--- src/rtl/mult_share_pkg.sv ---
`timescale 1ns/1ps
`default_nettype none
// ============================================================================
//  Module      : mult_share_pkg
//  Description : Shared types, default sizes and the rotating-priority search
//                used by the multiplier-sharing scheduler.
//  Revision    : 1.0  initial release
// ============================================================================
package mult_share_pkg;

  localparam int NREQ_DEF = 4;
  localparam int W_DEF    = 32;
  localparam int LAT_DEF  = 2;

  // Widest supported requester population; tags and picks are sized for it
  localparam int NREQ_MAX = 16;
  localparam int IDW_MAX  = 4;

  // One in-flight operation travelling alongside the multiplier pipeline
  typedef struct packed {
    logic               valid;
    logic [IDW_MAX-1:0] id;
  } tag_t;

  // Result of a rotating-priority search
  typedef struct packed {
    logic               found;
    logic [IDW_MAX-1:0] idx;
  } rr_pick_t;

  // First set bit of elig scanning ptr, ptr+1, ... modulo nreq
  function automatic rr_pick_t rr_first(input logic [NREQ_MAX-1:0] elig,
                                        input logic [IDW_MAX-1:0]  ptr,
                                        input int                  nreq);
    rr_pick_t           pick;
    int                 idx;
    logic [IDW_MAX-1:0] idx_n;
    pick = '0;
    for (int k = 0; k < NREQ_MAX; k++) begin
      idx   = (int'(ptr) + k) % nreq;
      idx_n = idx[IDW_MAX-1:0];
      if ((k < nreq) && !pick.found && elig[idx_n]) begin
        pick.found = 1'b1;
        pick.idx   = idx_n;
      end
    end
    return pick;
  endfunction

endpackage
`default_nettype wire

--- src/rtl/mult_share_sched_rr_arbiter.sv ---
`timescale 1ns/1ps
`default_nettype none
// ============================================================================
//  Module      : rr_arbiter
//  Description : NREQ-wide rotating-priority picker. Grant is combinational;
//                the priority pointer moves past each winner on the grant edge.
//  Revision    : 1.0  initial release
// ============================================================================
module rr_arbiter
  import mult_share_pkg::*;
#(
  parameter int NREQ = NREQ_DEF,
  parameter int IDW  = 2
) (
  input  logic            clk,
  input  logic            rst_n,
  input  logic [NREQ-1:0] elig,
  output logic            grant_valid,
  output logic [IDW-1:0]  grant_id,
  output logic [NREQ-1:0] grant_onehot
);

  logic [IDW-1:0]      ptr;
  logic [NREQ_MAX-1:0] elig_ext;
  logic [IDW_MAX-1:0]  ptr_ext;
  rr_pick_t            pick;
  logic                unused_pick_bits;

  // Search from the pointer and present the winner as index and one-hot
  always_comb begin
    elig_ext            = '0;
    elig_ext[NREQ-1:0]  = elig;
    ptr_ext             = '0;
    ptr_ext[IDW-1:0]    = ptr;
    pick                = rr_first(elig_ext, ptr_ext, NREQ);
    grant_valid         = pick.found;
    grant_id            = pick.idx[IDW-1:0];
    grant_onehot        = '0;
    if (pick.found) begin
      grant_onehot[grant_id] = 1'b1;
    end
  end

  assign unused_pick_bits = ^pick.idx;

  // Next search starts just after the most recent winner
  always_ff @(posedge clk or negedge rst_n) begin
    if (!rst_n) begin
      ptr <= '0;
    end else if (grant_valid) begin
      ptr <= (grant_id == IDW'(NREQ - 1)) ? '0 : grant_id + IDW'(1);
    end
  end

endmodule
`default_nettype wire

--- src/rtl/mult_share_sched.sv ---
`timescale 1ns/1ps
`default_nettype none
// ============================================================================
//  Module      : mult_share_sched
//  Description : Shares one pipelined multiplier among NREQ requesters.
//                One issue per cycle, one outstanding op per requester, and a
//                tag pipeline that routes each product back to its owner.
//  Revision    : 1.0  initial release
// ============================================================================
module mult_share_sched
  import mult_share_pkg::*;
#(
  parameter int NREQ = NREQ_DEF,
  parameter int W    = W_DEF,
  parameter int LAT  = LAT_DEF,
  parameter int IDW  = 2
) (
  input  logic              CLK,
  input  logic              RST,
  input  logic [NREQ-1:0]   req_valid,
  output logic [NREQ-1:0]   req_ready,
  input  logic [NREQ*W-1:0] req_mx,
  input  logic [NREQ*W-1:0] req_my,
  output logic [W-1:0]      m_mx,
  output logic [W-1:0]      m_my,
  input  logic [2*W-1:0]    m_product,
  output logic [NREQ-1:0]   rsp_valid,
  output logic [2*W-1:0]    rsp_product,
  output logic [IDW-1:0]    rsp_id,
  output logic              busy,
  output logic [31:0]       op_count
);

  logic [NREQ-1:0] pending;
  logic [NREQ-1:0] pending_nxt;
  logic [NREQ-1:0] elig;
  logic [NREQ-1:0] grant_onehot;
  logic [NREQ-1:0] rsp_onehot;
  logic            grant_valid;
  logic [IDW-1:0]  grant_id;
  logic [W-1:0]    sel_mx;
  logic [W-1:0]    sel_my;
  tag_t            tag_in;
  tag_t            tag_out;
  tag_t            tag_pipe [LAT+1];
  logic            unused_tag_bits;

  // A requester with an op still in flight may not be granted again
  assign elig = req_valid & ~pending;

  rr_arbiter #(
    .NREQ (NREQ),
    .IDW  (IDW)
  ) u_arb (
    .clk          (CLK),
    .rst_n        (RST),
    .elig         (elig),
    .grant_valid  (grant_valid),
    .grant_id     (grant_id),
    .grant_onehot (grant_onehot)
  );

  assign req_ready = grant_onehot & {NREQ{RST}};

  // Operand mux driven by the one-hot grant
  always_comb begin
    sel_mx = '0;
    sel_my = '0;
    for (int i = 0; i < NREQ; i++) begin
      if (grant_onehot[i]) begin
        sel_mx = req_mx[i*W +: W];
        sel_my = req_my[i*W +: W];
      end
    end
  end

  // Tag entering the pipeline and the owner decode of the tag leaving it
  always_comb begin
    tag_in              = '0;
    tag_in.valid        = grant_valid;
    tag_in.id[IDW-1:0]  = grant_id;
    tag_out             = tag_pipe[LAT];
    rsp_onehot          = '0;
    if (tag_out.valid) begin
      rsp_onehot[tag_out.id[IDW-1:0]] = 1'b1;
    end
    pending_nxt = (pending & ~rsp_onehot) | grant_onehot;
  end

  assign unused_tag_bits = ^tag_out.id;

  // Issue side: operand registers, ownership flags, busy and issue counter
  always_ff @(posedge CLK or negedge RST) begin
    if (!RST) begin
      m_mx     <= '0;
      m_my     <= '0;
      pending  <= '0;
      busy     <= 1'b0;
      op_count <= '0;
    end else begin
      if (grant_valid) begin
        m_mx     <= sel_mx;
        m_my     <= sel_my;
        op_count <= op_count + 32'd1;
      end
      pending <= pending_nxt;
      busy    <= |pending_nxt;
    end
  end

  // Tag pipeline: LAT+1 stages so the tag exits as m_product is sampled
  always_ff @(posedge CLK or negedge RST) begin
    if (!RST) begin
      for (int k = 0; k <= LAT; k++) begin
        tag_pipe[k] <= '0;
      end
    end else begin
      tag_pipe[0] <= tag_in;
      for (int k = 1; k <= LAT; k++) begin
        tag_pipe[k] <= tag_pipe[k-1];
      end
    end
  end

  // Response register: product and owner captured only for a live tag
  always_ff @(posedge CLK or negedge RST) begin
    if (!RST) begin
      rsp_valid   <= '0;
      rsp_product <= '0;
      rsp_id      <= '0;
    end else begin
      rsp_valid <= rsp_onehot;
      if (tag_out.valid) begin
        rsp_product <= m_product;
        rsp_id      <= tag_out.id[IDW-1:0];
      end
    end
  end

endmodule
`default_nettype wire

--- config.mk ---
export PLATFORM = sky130hd
export DESIGN_NAME = mult_share_sched
export DESIGN_NICKNAME = d
export VERILOG_FILES = /design/src/rtl/mult_share_pkg.sv /design/src/rtl/mult_share_sched_rr_arbiter.sv /design/src/rtl/mult_share_sched.sv
export SDC_FILE = /design/constraint.sdc
export NUM_CORES = 1
export LEC_CHECK = 0
export CORE_AREA = 2 2 193 195
export DETAILED_ROUTE_END_ITERATION = 8
export DIE_AREA = 0 0 195 197
export PLACE_DENSITY_LB_ADDON = 0.15
export SYNTH_ARGS = -nofsm -noshare
export SYNTH_HDL_FRONTEND = slang
export SYNTH_SLANG_ARGS = --single-unit
--- constraint.sdc ---
create_clock -name CLK -period 3.2 [get_ports CLK]
set_clock_uncertainty 0.05 [all_clocks]
set_input_delay 0.32 -clock CLK [delete_from_list [all_inputs] [get_ports CLK]]
set_output_delay 0.32 -clock CLK [all_outputs]
set_load 0.005 [all_outputs]
* After elaboration in Yosys (flattened, before gate mapping) *
Index checks and enable logic that the tools add are counted.

word-level totals
  output and inout bits = 171
  word-level logic and storage cells = 77
  flip-flop bits (word level) = 182
  input port bits = 326

operators by class
  magnitude comparators = 8
  equal/unequal tests = 1
  $add $sub $neg = 5
  multiplexer cells = 27
  bitwise logic cells = 9
  reduce and logical (&&, ||, !) cells = 12

operators by type and width
  kind                   count
  $mux 32                8
  $add 32x1->32 const B  1
  $mux 5                 4
  $lt 4x5->1 const B     3
  $and 4x4->4            3
  $bmux 1 s3             3
  $mux 4                 2
  $not 4->4              2
  $lt 2x3->1 const B     2
  $mux 1                 6
  $reduce_or 2->1        3
  $logic_and 1x1->1      5
  $lt 2x5->1 const B     1
  $add 2x1->2 const B    2
  $add 2x2->2 const B    2
  $demux 1 s2            2
  $ge 2x1->1 const B     2
  $or 4x4->4             1
  $reduce_or 4->1        1
  $and 1x1->1 const A    3
  $logic_not 1->1        3
  $bmux 1 s2             1
  $eq 2x2->1 const B     1
  $mux 2                 1

* Longest topological paths before layout *
Gate-level depths: netlist (run 1).

  depth in word-level cells = 23
  gate-level depth with buffers = 15

* Cells and area by module *
A second synthesis (run 1) with hierarchy kept.

unflattened totals
  cell total of the unflattened synthesis = 832
  area, all modules = 8800.9 µm²

modules (own cells, without submodules)
  module            cells each  sequential area each (µm²)  area an instance (µm²)  times used
  mult_share_sched  804         4504.3                      8526.9                  1
  rr_arbiter        28          50.0                        274.0                   1

* Worst setup path after synthesis (run 1) *
Ideal clock, no wire load.

  kind = input to register
  start = in req_valid[0]
  end = reg m_my[3]
  setup slack = 0.416 ns
  data required time = 3.073 ns
  data arrival time = 2.657 ns
  path buffers = 4
  cell stages on the path = 15
  cells stage by stage = nor2b_1 -> clkbuf_2 -> a21oi_1 -> o21ai_0 -> nor2b_1 -> or2_2 -> ha_1 -> clkbuf_1 -> nor2b_1 -> clkbuf_1 -> clkbuf_1 -> a221oi_1 -> nor3_1 -> a21oi_1 -> a21oi_1

between the ends
  cells in the longest elaborated chain, start to end = 22
  elaborated cells between the ends (all ways) = 29
  classes of those cells = 2 x order compare; 19 x mux; 1 x bitwise; 7 x reduce/logical

ends and longest elaborated chain
  what                                                                   line                               source
  from (decl)                                                            mult_share_sched.sv:20             input logic [NREQ-1:0] req_valid,
  $and 4x4->4 *                                                          mult_share_sched.sv:49             assign elig = req_valid & ~pending;
  $bmux 1 s2                                                             mult_share_pkg.sv:42               if ((k < nreq) && !pick.found && elig[idx_n]) begin
  $mux 1 (not written as such)                                           mult_share_pkg.sv:42
  $mux 5                                                                 mult_share_pkg.sv:42
  $logic_not 1->1                                                        mult_share_pkg.sv:42
  $logic_and 1x1->1                                                      mult_share_pkg.sv:42
  $mux 5                                                                 mult_share_pkg.sv:42
  $logic_not 1->1                                                        mult_share_pkg.sv:42
  [3 not listed]                                                         --
  $logic_and 1x1->1                                                      mult_share_pkg.sv:42
  $mux 5 *                                                               mult_share_pkg.sv:42
  $lt 2x3->1 (not written as such) / $ge 2x1->1 (equally long branches)  mult_share_sched_rr_arbiter.sv:40  grant_onehot[grant_id] = 1'b1;
  $logic_and 1x1->1 (not written as such)                                mult_share_sched_rr_arbiter.sv:40
  $mux 1 (not written as such)                                           mult_share_sched_rr_arbiter.sv:40
  $demux 1 s2                                                            --
  $mux 4                                                                 mult_share_sched_rr_arbiter.sv:39  if (pick.found) begin
  $mux 32 (4 in series)                                                  mult_share_sched.sv:70             if (grant_onehot[i]) begin
  to (signal assigned)                                                   mult_share_sched.sv:103            m_my <= sel_my;
  to (decl)                                                              mult_share_sched.sv:25             output logic [W-1:0] m_my,

Mark *: on every way between the ends. The rest lies on a longest branch, timed or not. The select of a mux whose other input is x is not followed.
A chain may end at the register's enable or synchronous reset.

* Worst setup path in the final report (run 1) *
  start = reg pending[1]
  end = out req_ready[3]

between the ends
  cells in the longest elaborated chain, start to end = 20
  elaborated cells between the ends (all ways) = 27
  classes of those cells = 2 x order compare; 15 x mux; 3 x bitwise; 7 x reduce/logical

ends and longest elaborated chain
  what                                                                   line                               source
  from (decl)                                                            mult_share_sched.sv:34             logic [NREQ-1:0] pending;
  from (signal assigned)                                                 mult_share_sched.sv:106            pending <= pending_nxt;
  $not 4->4 *                                                            mult_share_sched.sv:49
  $and 4x4->4 *                                                          mult_share_sched.sv:49
  $bmux 1 s2                                                             mult_share_pkg.sv:42
  $mux 1 (not written as such)                                           mult_share_pkg.sv:42
  $mux 5                                                                 mult_share_pkg.sv:42
  $logic_not 1->1                                                        mult_share_pkg.sv:42
  $logic_and 1x1->1                                                      mult_share_pkg.sv:42
  $mux 5                                                                 mult_share_pkg.sv:42
  [5 not listed]                                                         --
  $mux 5 *                                                               mult_share_pkg.sv:42
  named net grant_id[0]                                                  mult_share_sched.sv:40             logic [IDW-1:0] grant_id;
  $lt 2x3->1 (not written as such) / $ge 2x1->1 (equally long branches)  mult_share_sched_rr_arbiter.sv:40
  $logic_and 1x1->1 (not written as such)                                mult_share_sched_rr_arbiter.sv:40
  $mux 1 (not written as such)                                           mult_share_sched_rr_arbiter.sv:40
  $demux 1 s2 *                                                          --
  $mux 4 *                                                               mult_share_sched_rr_arbiter.sv:39
  $and 4x4->4 *                                                          mult_share_sched.sv:63             assign req_ready = grant_onehot & {NREQ{RST}};
  to (decl)                                                              mult_share_sched.sv:21             output logic [NREQ-1:0] req_ready,

The timed path passes the listed nets; every way through them passes the cells marked *. The select of a mux whose other input is x is not followed.

==> flow_summary_export.csv, run 1 <==
group,metric,value,unit
drt,wl_per_cell,19.1,µm
drt,drt_wl_total,34600,µm
finish,layout-drive-gt1-share,10.7,%
finish,fin_area,15000,µm²
finish,final_common_cell,"clkdlybuf4s50_1",
drt,vias,8390,
finish,final_cell_mix,"clkdlybuf4s50_1 (495), dfrtp_1 (181), a21oi_1 (134)",
worst_setup_path,crit_chain,"nand2b_1 > a21oi_1 > o22ai_1 > a31oi_2 > buf_4 > ha_4 > and3_1 > clkdlybuf4s50_1",
synth,synth-async-reset-ratio,100,%
worst_setup_path,startpoint_type,"register",
place,placed_cell_area,14300,µm²
drt,drt_iter0_drc,252,
sta,hold_violations,0,
drt,drtPass1Iterations,4,
worst_setup_path,slowest_stage,"clkdlybuf4s50_1",
place,dp.final_hpwl,26500,µm
worst_setup_path,cpPeakStageDelay,0.55,ns
place,numPortBuffers,496,
drt,drc,0,
synth,yosys_warnings,0,
worst_setup_path,crit_fanout,5,
floorplanning,dieHeight,197,µm
floorplanning,ios,497,
job,cap_violations,0,
run_status,status,"completed",
cts,htreeDepth,4,
worst_hold_path,hold_path.class,"reg2reg",
sta,tightestPinTransition,0.937,ns
place,dpl.cell_count,1780,
global_route,grt_pass1_vias,8638,
global_route,grt_pass1_wl,52100,µm
global_route,antenna_found_initial,6,
finish,fin_cells,1815,
drt,via_per_inst,4.62,
finish,area_growth,71.6,%
cts,cts_setup_buffers,0,
cts,root_buffer,"clkbuf_16",
cts,clockBufferDepth,2,
cts,clk-insertion-delay-late,0.44,ns
cts,clk_pin_slew,0.07,ns
floorplanning,start_util,24.0,%
floorplanning,fp.dieW,195,µm
synth,synth-edff-count,0,
sta,rsz0062_at_grt,"no",
synth,ys_ff_latch,182,
global_route,grt_max_degree,80,
pwr,power_density,898,nW/µm²
finish,nets,1663,
synth,ys_types,45,
finish,multi_input_area,3910,µm²
worst_setup_path,cp.arrival,2.68,ns
synth,yosysTopAreaCell,"dfrtp_1",
sta,fin_crit,3.05,ns
synth,netlist_top_cells_area,"dfrtp_1 (52%), mux2_2 (8.3%), a21oi_1 (7.7%), a221oi_1 (6.3%), nor2b_1 (4.7%)",
finish,final_core_util,41.3,%
worst_setup_path,crit_required,2.83,ns
synth,synth_nets,1188,
sta,fmax,328,MHz
pwr,worst_ir_drop_vdd,0.460,mV
drt,ant_nets,0,
sta,slew_violations,0,
floorplanning,rows,70,
worst_setup_path,worstSetupPathType,"reg2out",
synth,synth_area,8720,µm²
finish,fill_cells,3620,
synth,synth_flop_cell,"dfrtp_1",
synth,synth_cells,857,
synth,seq_area_frac_synth,52.2,%
synth,synth_area_per_cell,10.2,µm²
worst_setup_path,crit_path_end_kind,"output pin",
cts,tritoncts,"built",
place,place.gp.congestion,0.837,
sta,setup_violations,0,
sta,relSlewSlack,37.6,%
floorplanning,die_area,38400,µm²
cts,cts_buffers,17,
global_route,grtUsageTotal,17.9,%
global_route,grt-ovfl-total,0,
floorplanning,core-area,36300,µm²
finish,ff_latch_area,4560,µm²
pwr,fin_total_pwr,13.4,mW
sta,min_period_over_period,95.3,%
cts,cts_num_sinks,182,
pwr,power.static_leakage,5.91,nW
sta,tns,0,ns
synth,synth_top_area_share,52.2,%
## layout make-up
class / count / share of cell area, %
Timing Repair Buffer: 525 / 35.3
Sequential cell: 182 / 30.5
Multi-Input combinational cell: 595 / 26.1
Tap cell: 468 / 3.91
Clock buffer: 17 / 2.84
Clock inverter: 15 / 1.08
Inverter: 11 / 0.293
Antenna cell: 2 / 0.0335
## state kept, by name, indices dropped and copies added (netlist names)
name         flops
rsp_id           2
m_mx            32
rsp_product     64
pending          4
busy             1
m_my            32
tag_out          3
op_count        32
tag_pipe         6
rsp_valid        4
u_arb.ptr        2
## timing repair
item / CTS / global route
gates resized for setup: 1 / 2
endpoints found under the hold margin: 41 / 0
hold buffers: 1 / 0
setup endpoints to repair: 1 / 2
## layer usage
| layer | vias to the layer above | track usage [%] | wire, µm |
|---|---|---|---|
| met5 | - | 0 | 27 |
| met4 | 4 | 5.74 | 698 |
| met3 | 37 | 6.61 | 3000 |
| met2 | 327 | 31.5 | 17400 |
| met1 | 3978 | 20.1 | 13400 |
| li1 | 4044 | - | - |
## critical path: cells and delay by family, from the launching register on
kind            cells  cell delay [ns]
flops               1             0.43
fa+ha+maj           1             0.16
simple gates        2             0.35
buf+inv             2             0.75
compound gates      3             0.55
## power by group
part           switching (mW)  internal, mW
logic                    3.37          3.99
clock network            1.05          1.11
registers               0.611          3.30
total                    5.03          8.40
## worst paths after layout
check | from | to | slack (ns) | cells past startpoint
min | tag_pipe[9]$_DFF_PN0_ | tag_out[4]$_DFF_PN0_ | 0.30 | 0
min in group asynchronous | RST | rsp_product[41]$_DFFE_PN0P_ | 0.33 | 2
max | pending[1]$_DFF_PN0_ | req_ready[3] | 0.15 | 8
max reg2reg | pending[1]$_DFF_PN0_ | m_my[9]$_DFFE_PN0N_ | 0.45 | 12
min reg2reg | tag_pipe[9]$_DFF_PN0_ | tag_out[4]$_DFF_PN0_ | 0.30 | 0
max in group asynchronous | RST | tag_out[4]$_DFF_PN0_ | 1.44 | 3
## cell usage after synthesis, types with 2 or more instances
library cell and count:
inv_1 10, xor2_1 13, a21oi_1 134, dfrtp_1 182
clkbuf_1 64, nor4_1 3, nand2_1 22, buf_1 2
a221oi_1 63, nor2b_1 66, mux2_2 64, nand4_1 11
ha_1 5, xnor2_1 18, nand2b_1 2, and3_2 2
and4_1 2, nor2b_2 2, nor3_1 64, and3_1 5
nand3_1 10, nor2_1 83, and2_1 2, o21ai_0 7
## logic make-up after synthesis
group,synth area share (%)
adders and majority gates,0.718
muxes,8.38
DFF,52.2
xor gates and xnor gates,3.11
buffers and inverters,3.56
AOI/OAI and AO/OA,15.1
and+or+nand+nor,16.8
## metrics by stage
step	setup WS (ns)	hold WS, ns
CTS	0.114	0.301
global route	0.000773	0.317
detailed placement	-0.0800	0.246
finish	0.150	0.297
floorplan	0.416	-0.0256
global placement	-0.0284	0.247
Note: power is estimated with default switching activity, not from simulation.
==> inputs of run 2 (changes only) <==
--- a/config.mk
+++ b/config.mk
@@ -5,7 +5,8 @@
 export SDC_FILE = /design/constraint.sdc
 export NUM_CORES = 1
 export LEC_CHECK = 0
-export CORE_AREA = 2 2 193 195
+export CORE_AREA = 5 5 190 192
+export CTS_CLUSTER_SIZE = 12
 export DETAILED_ROUTE_END_ITERATION = 8
 export DIE_AREA = 0 0 195 197
 export PLACE_DENSITY_LB_ADDON = 0.15
==> flow_summary_export.csv, run 2 (synthesis results as in run 1) <==
group,metric,value,unit
cts,root_buffer,"clkbuf_16",
cts,clk_pin_slew,0.07,ns
finish,largest_reg_flops,64,
global_route,grt_pass1_wl,53800,µm
sta,rsz0062_at_grt,"no",
drt,drc,0,
worst_setup_path,cpPeakStageDelay,0.51,ns
cts,cts_setup_buffers,0,
sta,hold_violations,0,
cts,tritoncts,"built",
floorplanning,rows,68,
floorplanning,die_area,38400,µm²
worst_setup_path,worstSetupPathType,"reg2out",
worst_setup_path,cp.arrival,2.59,ns
sta,fin_crit,2.96,ns
cts,clk-insertion-delay-late,0.44,ns
place,place.gp.congestion,0.814,
worst_setup_path,cp-startpoint,"pending[2]$_DFF_PN0_",
floorplanning,dieHeight,197,µm
sta,min_period_over_period,92.5,%
pwr,worst_ir_drop_vdd,0.497,mV
global_route,grt_max_degree,81,
place,dpl.cell_count,1766,
global_route,grt.busiest_layer,"met2",
sta,setup_violations,0,
place,numPortBuffers,496,
worst_setup_path,crit_fanout,4,
global_route,grtUsageMet3,7.26,%
finish,fin_cells,1803,
place,dp.final_hpwl,27500,µm
worst_setup_path,rr_endpoint,"m_mx[30]$_DFFE_PN0N_",
global_route,grtUsageMet2,30.9,%
cts,cts_buffers,17,
floorplanning,ios,497,
cts,htreeDepth,4,
run_status,status,"completed",
floorplanning,start_util,25.5,%
cts,cts_num_sinks,182,
drt,vias,8477,
global_route,grt_pass1_vias,8777,
worst_setup_path,timing.reg2reg.setup_slack,0.53,ns
worst_setup_path,endpoint,"req_ready[0]",
drt,drt_wl_total,36000,µm
worst_setup_path,crit_path_end_kind,"output pin",
drt,drtPass1Iterations,5,
drt,drt_iter0_drc,334,
sta,relSlewSlack,43.4,%
pwr,power.static_leakage,5.88,nW
worst_setup_path,crit_required,2.83,ns
worst_setup_path,startpoint_type,"register",
drt,via_per_inst,4.70,
global_route,grt-ovfl-total,0,
global_route,antenna_found_initial,8,
worst_setup_path,crit_chain,"and2b_1 > o21ai_0 > nor2b_1 > or2_2 > ha_1 > and3_1 > clkdlybuf4s50_1",
global_route,grtUsageTotal,18.2,%
pwr,power_density,891,nW/µm²
sta,tns,0,ns
finish,regMostFlops,"rsp_product",
drt,wl_per_cell,20.0,µm
finish,layout-drive-gt1-share,10.2,%
finish,final_cell_mix,"clkdlybuf4s50_1 (495), dfrtp_1 (181), a21oi_1 (134)",
worst_setup_path,slowest_stage,"clkdlybuf4s50_1",
finish,area_growth,70.9,%
worst_setup_path,rr_startpoint,"pending[2]$_DFF_PN0_",
cts,clockBufferDepth,2,
worst_setup_path,r2r.worst_path.cells,11,
sta,fmax,338,MHz
floorplanning,core-area,34200,µm²
finish,nets,1662,
job,cap_violations,0,
finish,fill_cells,3377,
drt,ant_nets,0,
sta,tightestPinTransition,0.849,ns
worst_hold_path,hold_path.class,"in2async",
finish,final_common_cell,"clkdlybuf4s50_1",
sta,slew_violations,0,
floorplanning,fp.dieW,195,µm
global_route,grt_use_met1,21.0,%
## run 2: worst min path at each step
stage	from	end	slack (ns)	cells past startpoint
2_1_floorplan	RST	busy$_DFF_PN0_	-0.03	0
3_3_place_gp	RST	rsp_product[39]$_DFFE_PN0P_	0.17	1
3_5_place_dp	RST	rsp_product[39]$_DFFE_PN0P_	0.17	1
4_1_cts	RST	rsp_product[39]$_DFFE_PN0P_	0.26	2
5_1_grt	RST	rsp_product[39]$_DFFE_PN0P_	0.27	2
6_report	RST	rsp_product[39]$_DFFE_PN0P_	0.28	2
## run 2: worst max-delay path, delay by kind of cell (launching register included)
kind,cells,cell delay (ns)
DFF,1,0.39
buffers and inverters,1,0.51
and+or+nand+nor,4,0.91
AOI/OAI and AO/OA,1,0.09
adders and majority gates,1,0.24
## run 2: repair_timing
action / in CTS / in global routing
hold buffers: 1 / 0
endpoints found under the hold margin: 23 / 0
endpoints found under the setup margin: 0 / 1
resized for setup: 0 / 2
## run 2: layer usage
metal	wire length, µm	share of wire (%)	vias to the layer above
li1	-	-	4053
met4	809	2.2	6
met1	14000	39	4025
met3	3180	8.8	42
met2	18000	50	351
met5	47	0.13	-
## run 2: layout make-up
type | instances | area, µm² | share of cell area [%]
repair buffers | 524 | 5280 | 35.5
diodes | 5 | 12.5 | 0.0840
multi-input cells | 595 | 3900 | 26.2
inverters | 11 | 43.8 | 0.294
clock inverters | 9 | 68.8 | 0.462
flip-flops and latches | 182 | 4560 | 30.6
well taps | 455 | 569 | 3.82
clock buffers | 22 | 464 | 3.12
## run 2: power by group
| part | total (mW) | internal (mW) | switching (mW) |
|---|---|---|---|
| Sequential | 3.93 | 3.31 | 0.625 |
| Clock | 1.98 | 1.04 | 0.941 |
| Combinational | 7.36 | 3.99 | 3.37 |
| Total | 13.3 | 8.33 | 4.93 |
## run 2: metrics by stage
| stage | power (mW) | setup slack, ns | hold slack [ns] | cell area (µm²) | utilization [%] |
|---|---|---|---|---|---|
| floorplan | 7.65 | 0.416 | -0.0256 | 8720 | - |
| global placement | 11.4 | 0.141 | 0.170 | 14300 | 41.9 |
| detailed placement | 11.4 | 0.173 | 0.169 | 14300 | 41.9 |
| CTS | 13.5 | 0.109 | 0.259 | 14900 | 43.5 |
| global route | 14.3 | 0.0670 | 0.271 | 14900 | 43.5 |
| finish | 13.3 | 0.241 | 0.284 | 14900 | 43.6 |
